## src/rtl/uart_pkg.sv

```systemverilog
// uart_pkg: shared definitions for the buffered UART transmitter.
//   PAR_NONE / PAR_EVEN / PAR_ODD : parity selection encodings
//   uart_state_t                  : transmitter FSM states
//   uart_div()                    : clocks per bit, rounded to nearest
package uart_pkg;

    localparam int PAR_NONE = 0;
    localparam int PAR_EVEN = 1;
    localparam int PAR_ODD  = 2;

    typedef enum logic [2:0] {
        ST_IDLE,
        ST_START,
        ST_DATA,
        ST_PAR,
        ST_STOP
    } uart_state_t;

    function automatic int uart_div(input int clk_hz, input int baud);
        return (clk_hz + baud / 2) / baud;
    endfunction

endpackage

```

## src/rtl/sync_fifo.sv

```systemverilog
// sync_fifo: single-clock FIFO with registered read data.
// Ports:
//   i_clk       clock, rising edge
//   i_rst       synchronous active-high reset (flushes pointers)
//   i_push      write request, ignored while full
//   i_push_data write payload
//   i_pop       read request, ignored while empty
//   o_rd_data   head entry, valid the cycle after an accepted pop
//   o_full      DEPTH entries queued
//   o_empty     nothing queued
//   o_level     number of queued entries
module sync_fifo #(
    parameter int WIDTH = 8,
    parameter int DEPTH = 16
) (
    input  logic                     i_clk,
    input  logic                     i_rst,
    input  logic                     i_push,
    input  logic [WIDTH-1:0]         i_push_data,
    input  logic                     i_pop,
    output logic [WIDTH-1:0]         o_rd_data,
    output logic                     o_full,
    output logic                     o_empty,
    output logic [$clog2(DEPTH):0]   o_level
);

    localparam int AW = $clog2(DEPTH);

    logic [WIDTH-1:0] r_mem [DEPTH];
    logic [AW:0]      r_wr_ptr;
    logic [AW:0]      r_rd_ptr;
    logic [WIDTH-1:0] r_rd_data;
    logic             w_push_ok;
    logic             w_pop_ok;

    // Pointers carry one extra wrap bit so full and empty are distinguishable.
    assign o_empty   = (r_wr_ptr == r_rd_ptr);
    assign o_full    = (r_wr_ptr[AW] != r_rd_ptr[AW]) &&
                       (r_wr_ptr[AW-1:0] == r_rd_ptr[AW-1:0]);
    assign o_level   = r_wr_ptr - r_rd_ptr;
    assign o_rd_data = r_rd_data;
    assign w_push_ok = i_push && !o_full;
    assign w_pop_ok  = i_pop && !o_empty;

    always_ff @(posedge i_clk) begin
        if (i_rst) begin
            r_wr_ptr <= '0;
            r_rd_ptr <= '0;
        end else begin
            if (w_push_ok) r_wr_ptr <= r_wr_ptr + (AW+1)'(1);
            if (w_pop_ok)  r_rd_ptr <= r_rd_ptr + (AW+1)'(1);
        end
    end

    always_ff @(posedge i_clk) begin
        if (w_push_ok) r_mem[r_wr_ptr[AW-1:0]] <= i_push_data;
        if (w_pop_ok)  r_rd_data <= r_mem[r_rd_ptr[AW-1:0]];
    end

endmodule

```

## src/rtl/uart_tx_fifo.sv

```systemverilog
// uart_tx_fifo: buffered UART transmitter with compile-time framing.
// Ports:
//   sysclk      clock, all logic on rising edge
//   cpu_reset   synchronous active-high reset
//   wr_valid    push request
//   wr_data     payload, LSB sent first
//   wr_ready    high while the FIFO is not full
//   fifo_level  entries currently queued
//   tx_busy     high while a frame is on the line
//   overflow    sticky: a push was attempted while full
//   uart_tx     serial line, idle high, registered
module uart_tx_fifo
    import uart_pkg::*;
#(
    parameter int CLK_HZ     = 100_000_000,
    parameter int BAUD       = 115_200,
    parameter int DATA_BITS  = 8,
    parameter int PARITY     = 0,
    parameter int STOP_BITS  = 1,
    parameter int FIFO_DEPTH = 16
) (
    input  logic                          sysclk,
    input  logic                          cpu_reset,
    input  logic                          wr_valid,
    input  logic [DATA_BITS-1:0]          wr_data,
    output logic                          wr_ready,
    output logic [$clog2(FIFO_DEPTH):0]   fifo_level,
    output logic                          tx_busy,
    output logic                          overflow,
    output logic                          uart_tx
);

    localparam int DIV   = uart_div(CLK_HZ, BAUD);
    localparam int CNT_W = (DIV > 2) ? $clog2(DIV) : 1;
    localparam logic [CNT_W-1:0] BAUD_RELOAD = CNT_W'(DIV - 1);
    localparam logic [2:0]       LAST_DATA   = 3'(DATA_BITS - 1);
    localparam logic [2:0]       LAST_STOP   = 3'(STOP_BITS - 1);

    if (DIV < 2) begin : g_chk_div
        $error("uart_tx_fifo: clock divisor %0d below 2", DIV);
    end
    if (DATA_BITS < 5 || DATA_BITS > 8) begin : g_chk_data
        $error("uart_tx_fifo: DATA_BITS %0d outside 5..8", DATA_BITS);
    end
    if (PARITY < PAR_NONE || PARITY > PAR_ODD) begin : g_chk_par
        $error("uart_tx_fifo: PARITY %0d not 0, 1 or 2", PARITY);
    end
    if (STOP_BITS != 1 && STOP_BITS != 2) begin : g_chk_stop
        $error("uart_tx_fifo: STOP_BITS %0d not 1 or 2", STOP_BITS);
    end
    if (FIFO_DEPTH < 2 || (FIFO_DEPTH & (FIFO_DEPTH - 1)) != 0) begin : g_chk_depth
        $error("uart_tx_fifo: FIFO_DEPTH %0d not a power of two >= 2", FIFO_DEPTH);
    end

    uart_state_t             r_state;
    uart_state_t             w_state_next;
    logic [CNT_W-1:0]        r_baud;
    logic [2:0]              r_bit;
    logic [DATA_BITS-1:0]    r_shift;
    logic                    r_par;
    logic                    r_tx;
    logic                    r_busy;
    logic                    r_overflow;
    logic                    w_tx_next;
    logic                    w_pop;
    logic                    w_push;
    logic                    w_baud_done;
    logic                    w_fifo_full;
    logic                    w_fifo_empty;
    logic [DATA_BITS-1:0]    w_fifo_rd_data;

    // Full flag is equivalent to fifo_level == FIFO_DEPTH on the registered pointers.
    assign wr_ready    = !w_fifo_full;
    assign w_push      = wr_valid && wr_ready;
    assign w_baud_done = (r_baud == '0);
    assign uart_tx     = r_tx;
    assign tx_busy     = r_busy;
    assign overflow    = r_overflow;

    sync_fifo #(
        .WIDTH (DATA_BITS),
        .DEPTH (FIFO_DEPTH)
    ) u_fifo (
        .i_clk       (sysclk),
        .i_rst       (cpu_reset),
        .i_push      (w_push),
        .i_push_data (wr_data),
        .i_pop       (w_pop),
        .o_rd_data   (w_fifo_rd_data),
        .o_full      (w_fifo_full),
        .o_empty     (w_fifo_empty),
        .o_level     (fifo_level)
    );

    always_comb begin
        w_state_next = r_state;
        w_pop        = 1'b0;
        w_tx_next    = 1'b1;
        case (r_state)
            ST_IDLE: begin
                if (!w_fifo_empty) begin
                    w_pop        = 1'b1;
                    w_state_next = ST_START;
                end
            end
            ST_START: begin
                w_tx_next = 1'b0;
                if (w_baud_done) w_state_next = ST_DATA;
            end
            ST_DATA: begin
                w_tx_next = r_shift[0];
                if (w_baud_done && r_bit == LAST_DATA)
                    w_state_next = (PARITY != PAR_NONE) ? ST_PAR : ST_STOP;
            end
            ST_PAR: begin
                w_tx_next = (PARITY == PAR_ODD) ? ~r_par : r_par;
                if (w_baud_done) w_state_next = ST_STOP;
            end
            ST_STOP: begin
                w_tx_next = 1'b1;
                if (w_baud_done && r_bit == LAST_STOP) begin
                    // Chain straight into the next start bit when more data waits.
                    if (!w_fifo_empty) begin
                        w_pop        = 1'b1;
                        w_state_next = ST_START;
                    end else begin
                        w_state_next = ST_IDLE;
                    end
                end
            end
            default: w_state_next = ST_IDLE;
        endcase
    end

    // Line and busy are registered from the current state, so both trail the FSM by one cycle.
    always_ff @(posedge sysclk) begin
        if (cpu_reset) begin
            r_state    <= ST_IDLE;
            r_baud     <= BAUD_RELOAD;
            r_bit      <= '0;
            r_tx       <= 1'b1;
            r_busy     <= 1'b0;
            r_overflow <= 1'b0;
        end else begin
            r_state <= w_state_next;
            r_tx    <= w_tx_next;
            r_busy  <= (r_state != ST_IDLE);
            if (r_state == ST_IDLE || w_state_next != r_state) begin
                r_baud <= BAUD_RELOAD;
                r_bit  <= '0;
            end else if (w_baud_done) begin
                r_baud <= BAUD_RELOAD;
                r_bit  <= r_bit + 3'd1;
            end else begin
                r_baud <= r_baud - CNT_W'(1);
            end
            if (wr_valid && !wr_ready) r_overflow <= 1'b1;
        end
    end

    // FIFO read data becomes valid the cycle after the pop, so the shifter
    // captures it at the end of the start bit rather than at the pop itself.
    always_ff @(posedge sysclk) begin
        if (w_pop)
            r_par <= 1'b0;
        else if (r_state == ST_DATA && w_baud_done)
            r_par <= r_par ^ r_shift[0];

        if (r_state == ST_START && w_baud_done)
            r_shift <= w_fifo_rd_data;
        else if (r_state == ST_DATA && w_baud_done)
            r_shift <= r_shift >> 1;
    end

endmodule

```

## config.mk

```make
export PLATFORM = sky130hd
export DESIGN_NAME = uart_tx_fifo
export DESIGN_NICKNAME = d
export VERILOG_FILES = /design/src/rtl/uart_pkg.sv /design/src/rtl/sync_fifo.sv /design/src/rtl/uart_tx_fifo.sv
export SDC_FILE = /design/constraint.sdc
export NUM_CORES = 1
export LEC_CHECK = 0
export BUFFER_PORTS_ARGS = -buffer_cell sky130_fd_sc_hd__buf_2
export CAP_MARGIN = 0
export CORE_MARGIN = 4
export CORE_UTILIZATION = 50
export CTS_CLUSTER_SIZE = 16
export DETAILED_ROUTE_END_ITERATION = 6
export PLACE_DENSITY_LB_ADDON = 0.05
export SLEW_MARGIN = 10
export SYNTH_ARGS = -nofsm -noshare
export SYNTH_HDL_FRONTEND = slang
export SYNTH_SLANG_ARGS = --single-unit
```

## constraint.sdc

```tcl
create_clock -name sysclk -period 2.8 [get_ports sysclk]
set_input_delay 0.56 -clock sysclk [delete_from_list [all_inputs] [get_ports sysclk]]
set_output_delay 0.56 -clock sysclk [all_outputs]
set_load 0.05 [all_outputs]
```

Word level (Yosys, flattened, before mapping)
Memories as Yosys holds them, arrays and structs flattened. A register that Yosys moved wholly into a read port is not among the register bits.
Index checks and enable logic that the tools add are counted.

word-level totals
  register bits after elaboration = 38
  input port bits = 11
  memories = 1
  logic and storage cells = 60
  RAM bits = 128
  output and inout port bits = 9

cells by class
  equality and inequality tests = 9
  bitwise gates (word level) = 1
  mux-type cells = 15
  add/sub/neg operators = 5
  reduce and logical (&&, ||, !) cells = 19

memory list
  memory        depth  width  read ports  clocked after memory_dff  wr ports  RTL line         RTL
  u_fifo.r_mem  16     8      1           1                         1         sync_fifo.sv:29  logic [WIDTH-1:0] r_mem [DEPTH];

operator list
  kind                                                                  count
  8-bit 2-to-1 mux                                                      2
  3-bit 2-to-1 mux                                                      5
  3-bit one-hot mux with 5 select lines                                 1
  5-bit by 1-bit adder with 5-bit output, second input constant         2
  10-bit zero test                                                      1
  10-bit by 1-bit subtractor with 10-bit output, second input constant  1
  1-bit logical AND                                                     9
  3-bit by 2-bit == test with 1-bit output, second input constant       2
  3-bit == test, second input constant                                  2
  3-bit zero test                                                       2
  5-bit == test                                                         1
  1-bit 2-to-1 mux                                                      5
  5-bit subtractor                                                      1
  4-bit == test                                                         1
  3-bit by 1-bit adder with 3-bit output, second input constant         1
  3-bit by 1-bit == test with 1-bit output, second input constant       1
  3-bit inequality test                                                 1
  1-bit one-hot mux with 3 select lines                                 1
  3-bit nonzero test                                                    1
  3-bit OR reduction                                                    1
  1-bit zero test                                                       2
  1-bit one-hot mux with 2 select lines                                 1
  2-bit nonzero test                                                    1
  2-bit OR reduction                                                    1
  other kinds (3)                                                       3

Depth between registers and ports, before layout
  word-level depth = 7
  depth in mapped cells = 8
  mapped depth without buffers = 7

By module
A second synthesis with hierarchy kept.

unflattened totals
  cells, all modules = 448
  area total of the unflattened synthesis = 7352.1 um^2

by module, submodules not included
  module        area an instance (um^2)  times used  seq. area each (um^2)  cells an instance
  sync_fifo     6017.0                   1           4284.1                 317
  uart_tx_fifo  1335.0                   1           640.6                  131

Least setup slack after synthesis
OpenSTA, ideal clock, no wires.

  path kind = reg-to-reg
  from = register u_fifo.r_rd_ptr[2]
  to = memory u_fifo.r_mem[0][0] (enable)
  period minus slack after synthesis = 3103 ps
  path buffers = 2
  library setup time = 383 ps
  stages on the path, launching flop included = 9
  path slack = -303 ps
  required time = 2417 ps
  arrival time = 2720 ps
  cell sequence = dfxtp_1 -> clkbuf_8 -> clkbuf_1 -> clkinv_1 -> ha_1 -> and4_1 -> a21boi_1 -> nand2_1 -> nor3_1

on the way
  longest elaborated chain between the ends = 7

ends and longest elaborated chain
  what                                        RTL line                             RTL
  start, declared                             sync_fifo.sv:31                      logic [AW:0] r_rd_ptr;
  start signal, assigned                      sync_fifo.sv:51                      if (w_pop_ok) r_rd_ptr <= r_rd_ptr + (AW+1)'(1);
  4-bit == test (*)                           sync_fifo.sv:39                      (r_wr_ptr[AW-1:0] == r_rd_ptr[AW-1:0]);
  1-bit logical AND (*)                       sync_fifo.sv:38                      assign o_full = (r_wr_ptr[AW] != r_rd_ptr[AW]) &&
  1-bit zero test (*)                         sync_fifo.sv:42, uart_tx_fifo.sv:73
  1-bit logical AND                           uart_tx_fifo.sv:74                   assign w_push = wr_valid && wr_ready;
  1-bit logical AND (*)                       sync_fifo.sv:42                      assign w_push_ok = i_push && !o_full;
  1-bit 2-to-1 mux (*)                        sync_fifo.sv:56                      if (w_push_ok) r_mem[r_wr_ptr[AW-1:0]] <= i_push_data;
  1-bit 2-to-1 mux (implied by the code) (*)  sync_fifo.sv:56
  end, declared                               sync_fifo.sv:29

Mark *: on every way between the ends. The rest lies on a longest branch, timed or not.

Worst setup path in the final report
  from = register u_fifo.r_rd_ptr[1]
  to = output port fifo_level[3]

on the way
  longest elaborated chain between the ends = 1

ends and longest elaborated chain
  what              RTL line            RTL
  5-bit subtractor  sync_fifo.sv:40     assign o_level = r_wr_ptr - r_rd_ptr;
  end, declared     uart_tx_fifo.sv:27  output logic [$clog2(FIFO_DEPTH):0] fifo_level,

Every way passes these cells.

==> results_tabular.tex <==
\begin{tabular}{lr}
\hline
Metric & Value \\
\hline
\multicolumn{2}{l}{\textbf{Clock tree}} \\
\quad Number of clock buffers inserted by TritonCTS & 17 \\
\quad Setup fix buffers added after clock tree synthesis & 0 \\
\quad H-Tree Level Count & 4 \\
\quad Clock insertion delay at the later pin of the skew report & 440 ps \\
\quad Clock sink total & 174 \\
\quad Worst-path clk slew & 70 ps \\
\quad Maximum buffer depth of the clock tree & 2 \\
\quad CTS tree & built \\
\quad Buffer type at the clock tree root & clkbuf\_16 \\
\multicolumn{2}{l}{\textbf{Timing}} \\
\quad Final Slew Violations & 0 \\
\quad Setup violators final & 0 \\
\quad Setup tns final & 0 ps \\
\quad Unrepaired setup endpoints after global routing & no \\
\quad Setup skew after layout & 9.707 ps \\
\quad Fin crit period & 2658 ps \\
\quad Max Clock Freq & 376.2 MHz \\
\quad Slew of the pin with the lowest slew margin & 698.9 ps \\
\quad Number of hold-slack violations in the final timing report & 0 \\
\quad Crit share post-route & 94.94\% \\
\quad Worst max-slew margin expressed relative to the limit & 52.98\% \\
\multicolumn{2}{l}{\textbf{Drt}} \\
\quad Wire per inst & 20.37 um \\
\quad Number of nets with antenna violations after detailed routing & 0 \\
\quad Number of vias per cell after detailed routing & 5.599 \\
\quad Final wirelength & 14.22 mm \\
\quad Number of remaining DRC errors & 0 \\
\quad Detailed-route via count & 3908 \\
\quad First-pass DRT Iterations & 4 \\
\quad Violation count after the first detailed-route iteration & 269 \\
\multicolumn{2}{l}{\textbf{Flow run}} \\
\quad Max-capacitance violation count & 0 \\
\multicolumn{2}{l}{\textbf{Global routing}} \\
\quad Remaining Overflow, GRT & 0 \\
\quad Total routing usage reported by global routing & 18.61\% \\
\quad First-pass GRT wire length & 22.35 mm \\
\quad Maximum number of pins on one net before global-route repair & 37 \\
\quad Number of global-route vias before repair & 4037 \\
\quad Initial antenna violation count & 0 \\
\multicolumn{2}{l}{\textbf{Min path}} \\
\quad Hold\_sp & wr\_valid \\
\quad Worst Hold Class & input pin to flip-flop \\
\quad Number of cells on the worst hold path & 3 \\
\quad Hold Path End & overflow \\
\multicolumn{2}{l}{\textbf{Power and ir drop}} \\
\quad PD cells & 853.3 nW/um\^{}2 \\
\quad Fraction of power consumed by the clock network & 34.2\% \\
\quad Combinational share of power & 23.0\% \\
\quad Internal power consumption & 5.005 mW \\
\quad Leakage Power & 2.857 nW \\
\quad VDD IR-drop max & 609.7 uV \\
\quad NetSw & 2.088 mW \\
\quad Part of the power in registers & 42.8\% \\
\quad Net switching share of the total power & 29.43\% \\
\multicolumn{2}{l}{\textbf{Synth}} \\
\quad Cell variety after synth & 54 \\
\quad Proportion of synthesized flip-flops having asynchronous set or reset & 0\% \\
\quad Proportion of synthesized chip area in sequential cells & 67.56\% \\
\quad Top FF cell, synth & edfxtp\_1 \\
\quad Ranking of synthesized cells by area & edfxtp\_1 59\%, mux4\_2 9.9\%, dfxtp\_1 8.2\%, nand2\_1 2.6\%, ha\_1 2.2\% \\
\quad Register bit total from synthesis & 174 \\
\quad Post-Synthesis Cells & 460 \\
\quad Leading cell type by number of instances after synthesis & edfxtp\_1 \\
\quad Post-Synthesis Cell Area & 7289 um\^{}2 \\
\quad Average size of a mapped cell & 15.85 um\^{}2 \\
\quad Share of the synthesized area in the top cell type & 59.32\% \\
\quad EDFF count, synth & 144 \\
\quad Post-synthesis net count & 485 \\
\quad Synth area leader & edfxtp\_1 \\
\quad Total number of yosys warnings & 0 \\
\quad Most frequent cells after synthesis & 144 x edfxtp\_1, 50 x nand2\_1, 36 x nor2\_1 \\
\multicolumn{2}{l}{\textbf{Final layout}} \\
\quad Area taken by multi-input logic gates & 2188 um\^{}2 \\
\quad Ant. Diodes & 0 \\
\quad Nets@finish & 530 \\
\quad Area Growth Syn to Fin & 14.04\% \\
\quad Storage element area & 4927 um\^{}2 \\
\quad Number of standard cells in the final layout excluding fillers & 698 \\
\quad Fraction of layout instances using a drive strength above 1 & 26.45\% \\
\quad Number of inserted filler cells in the final layout & 1111 \\
\multicolumn{2}{l}{\textbf{Critical path}} \\
\quad Crit path required time & 2240 ps \\
\quad Register-to-Register Setup Slack & 340 ps \\
\quad Worst stage delay on the critical path & 400 ps \\
\quad Critical register-to-register path endpoint & u\_fifo.r\_mem[5][4] \\
\quad Critical Path, Cell by Cell & clkinv\_1, ha\_1, a21o\_1, a21oi\_1, xnor2\_2, buf\_2 \\
\quad Startpoint of the most critical register-to-register path & u\_fifo.r\_wr\_ptr[2] \\
\quad Crit start category & flip-flop \\
\quad Data arrival at the endpoint of the critical path & 2100 ps \\
\quad Register-to-Register Path Depth & 6 \\
\quad Category of the most critical setup path & flip-flop to output port \\
\quad Slowest library cell on the worst path & dfxtp\_1 \\
\quad Critical Path End Type & output port \\
\quad CP max FO & 3 \\
\multicolumn{2}{l}{\textbf{Floorplan}} \\
\quad Horizontal die dimension & 128.7 um \\
\quad Starting density of the core & 51.71\% \\
\quad Area enclosed by the die boundary & 16580 um\^{}2 \\
\quad Core Rows & 43 \\
\quad Io pins & 20 \\
\quad Area of the placeable core & 14100 um\^{}2 \\
\quad Overall die height & 128.7 um \\
\multicolumn{2}{l}{\textbf{Outcome}} \\
\quad Result of the run & finished clean \\
\multicolumn{2}{l}{\textbf{Placement}} \\
\quad Final HPWL DP & 9.465 mm \\
\quad Number of port buffers & 19 \\
\quad Placer Congestion & 0.8420 \\
\quad \# placed instances & 666 \\
\hline
\end{tabular}
per-layer routing:
metal	vias up	wire length [um]	GRT usage [%]
met4	0	212	6.115
met5	-	0	0
met2	81	7209	30.82
li1	1854	-	-
met3	17	679	4.940
met1	1956	6119	24.11
power by group through the flow:
| stage | Clock, mW | Combinational [mW] | Sequential (mW) |
|---|---|---|---|
| floorplan | 0 | 1.24 | 3.08 |
| global placement | 0 | 1.62 | 3.08 |
| detailed placement | 0 | 1.64 | 3.09 |
| CTS | 2.48 | 1.66 | 3.03 |
| global route | 2.60 | 1.78 | 3.05 |
| finish | 2.43 | 1.63 | 3.03 |
sequential cells by signal, summed over array words and instances, names as in the netlist:
| name | cells |
|---|---|
| u_fifo.r_mem | 128 |
| r_baud | 10 |
| r_shift | 8 |
| u_fifo.o_rd_data | 8 |
| u_fifo.r_rd_ptr | 5 |
| u_fifo.r_wr_ptr | 5 |
| r_bit | 3 |
| r_state | 3 |
| overflow | 1 |
| r_par | 1 |
| tx_busy | 1 |
| uart_tx | 1 |
cells in the final DEF, fill, tap and decap left out, types with 9 or more instances in the layout:
cell type	synthesis	final
dfxtp_1	30	28
a31oi_1	9	9
clkbuf_16	0	17
and3_1	10	10
mux4_2	32	32
ha_1	13	13
edfxtp_1	144	144
buf_4	5	27
inv_1	13	13
a21oi_1	11	11
nor2_1	36	36
buf_2	3	18
nand2_1	50	50
worst max path at each step:
| stage | start | end | slack, ps | cells after the start |
|---|---|---|---|---|
| after floorplan | u_fifo.r_rd_ptr[2] | u_fifo.r_mem[12][0] | -90 | 8 |
| after global placement | u_fifo.r_wr_ptr[2] | u_fifo.r_mem[5][0] | 390 | 6 |
| after CTS | u_fifo.r_wr_ptr[0] | fifo_level[4] | 9 | 8 |
| after detailed placement | u_fifo.r_wr_ptr[2] | u_fifo.r_mem[5][2] | 350 | 6 |
| after global routing | u_fifo.r_wr_ptr[2] | fifo_level[4] | 10 | 5 |
| final | u_fifo.r_rd_ptr[1] | fifo_level[3] | 140 | 6 |
stage by stage:
stage	cell area, um^2	hold WS [ps]	power, mW	setup slack [ps]	utilization, %
after floorplan	7320	390.8	4.327	-93.06	-
after global placement	7691	408.8	4.707	394.0	54.56
after detailed placement	7691	425.8	4.728	350.3	54.56
after CTS	8309	391.5	7.172	8.723	58.95
after global routing	8313	411.2	7.423	12.34	58.97
final	8313	408.1	7.093	141.6	58.97
critical path: cells and delay by family (launching register included):
family,cells,cell delay [ps]
XOR/XNOR,1,140
adder cells (fa/ha/maj),1,340
flip-flops,1,400
buffers and inverters,2,390
AO/OA/AOI/OAI,2,410
cell families (layout without fill, tap and decap cells):
| family | count (synthesis) | count (layout) | synth area share (%) |
|---|---|---|---|
| flops | 174 | 174 | 67.56 |
| buf+inv | 35 | 93 | 2.866 |
| xor+xnor | 17 | 17 | 2.043 |
| simple gates | 138 | 138 | 9.852 |
| compound gates | 40 | 40 | 3.776 |
| mux | 42 | 42 | 11.40 |
| fa+ha+maj | 14 | 14 | 2.506 |
what timing repair did:
item                                    CTS  global route
hold buffers                              0             0
cloned                                    0             0
endpoints found under the setup margin    1             1
resized for setup                         2             2
cell type report:
cell class                      instances  share of cell area (%)
Clock buffer                           17                   5.117
Timing Repair Buffer                   46                   3.657
Multi-Input combinational cell        251                   26.32
Inverter                               15                  0.6773
Sequential cell                       174                   59.27
Clock inverter                         15                   2.243
Tap cell                              180                   2.709
Note: power is estimated with default switching activity, not from simulation.
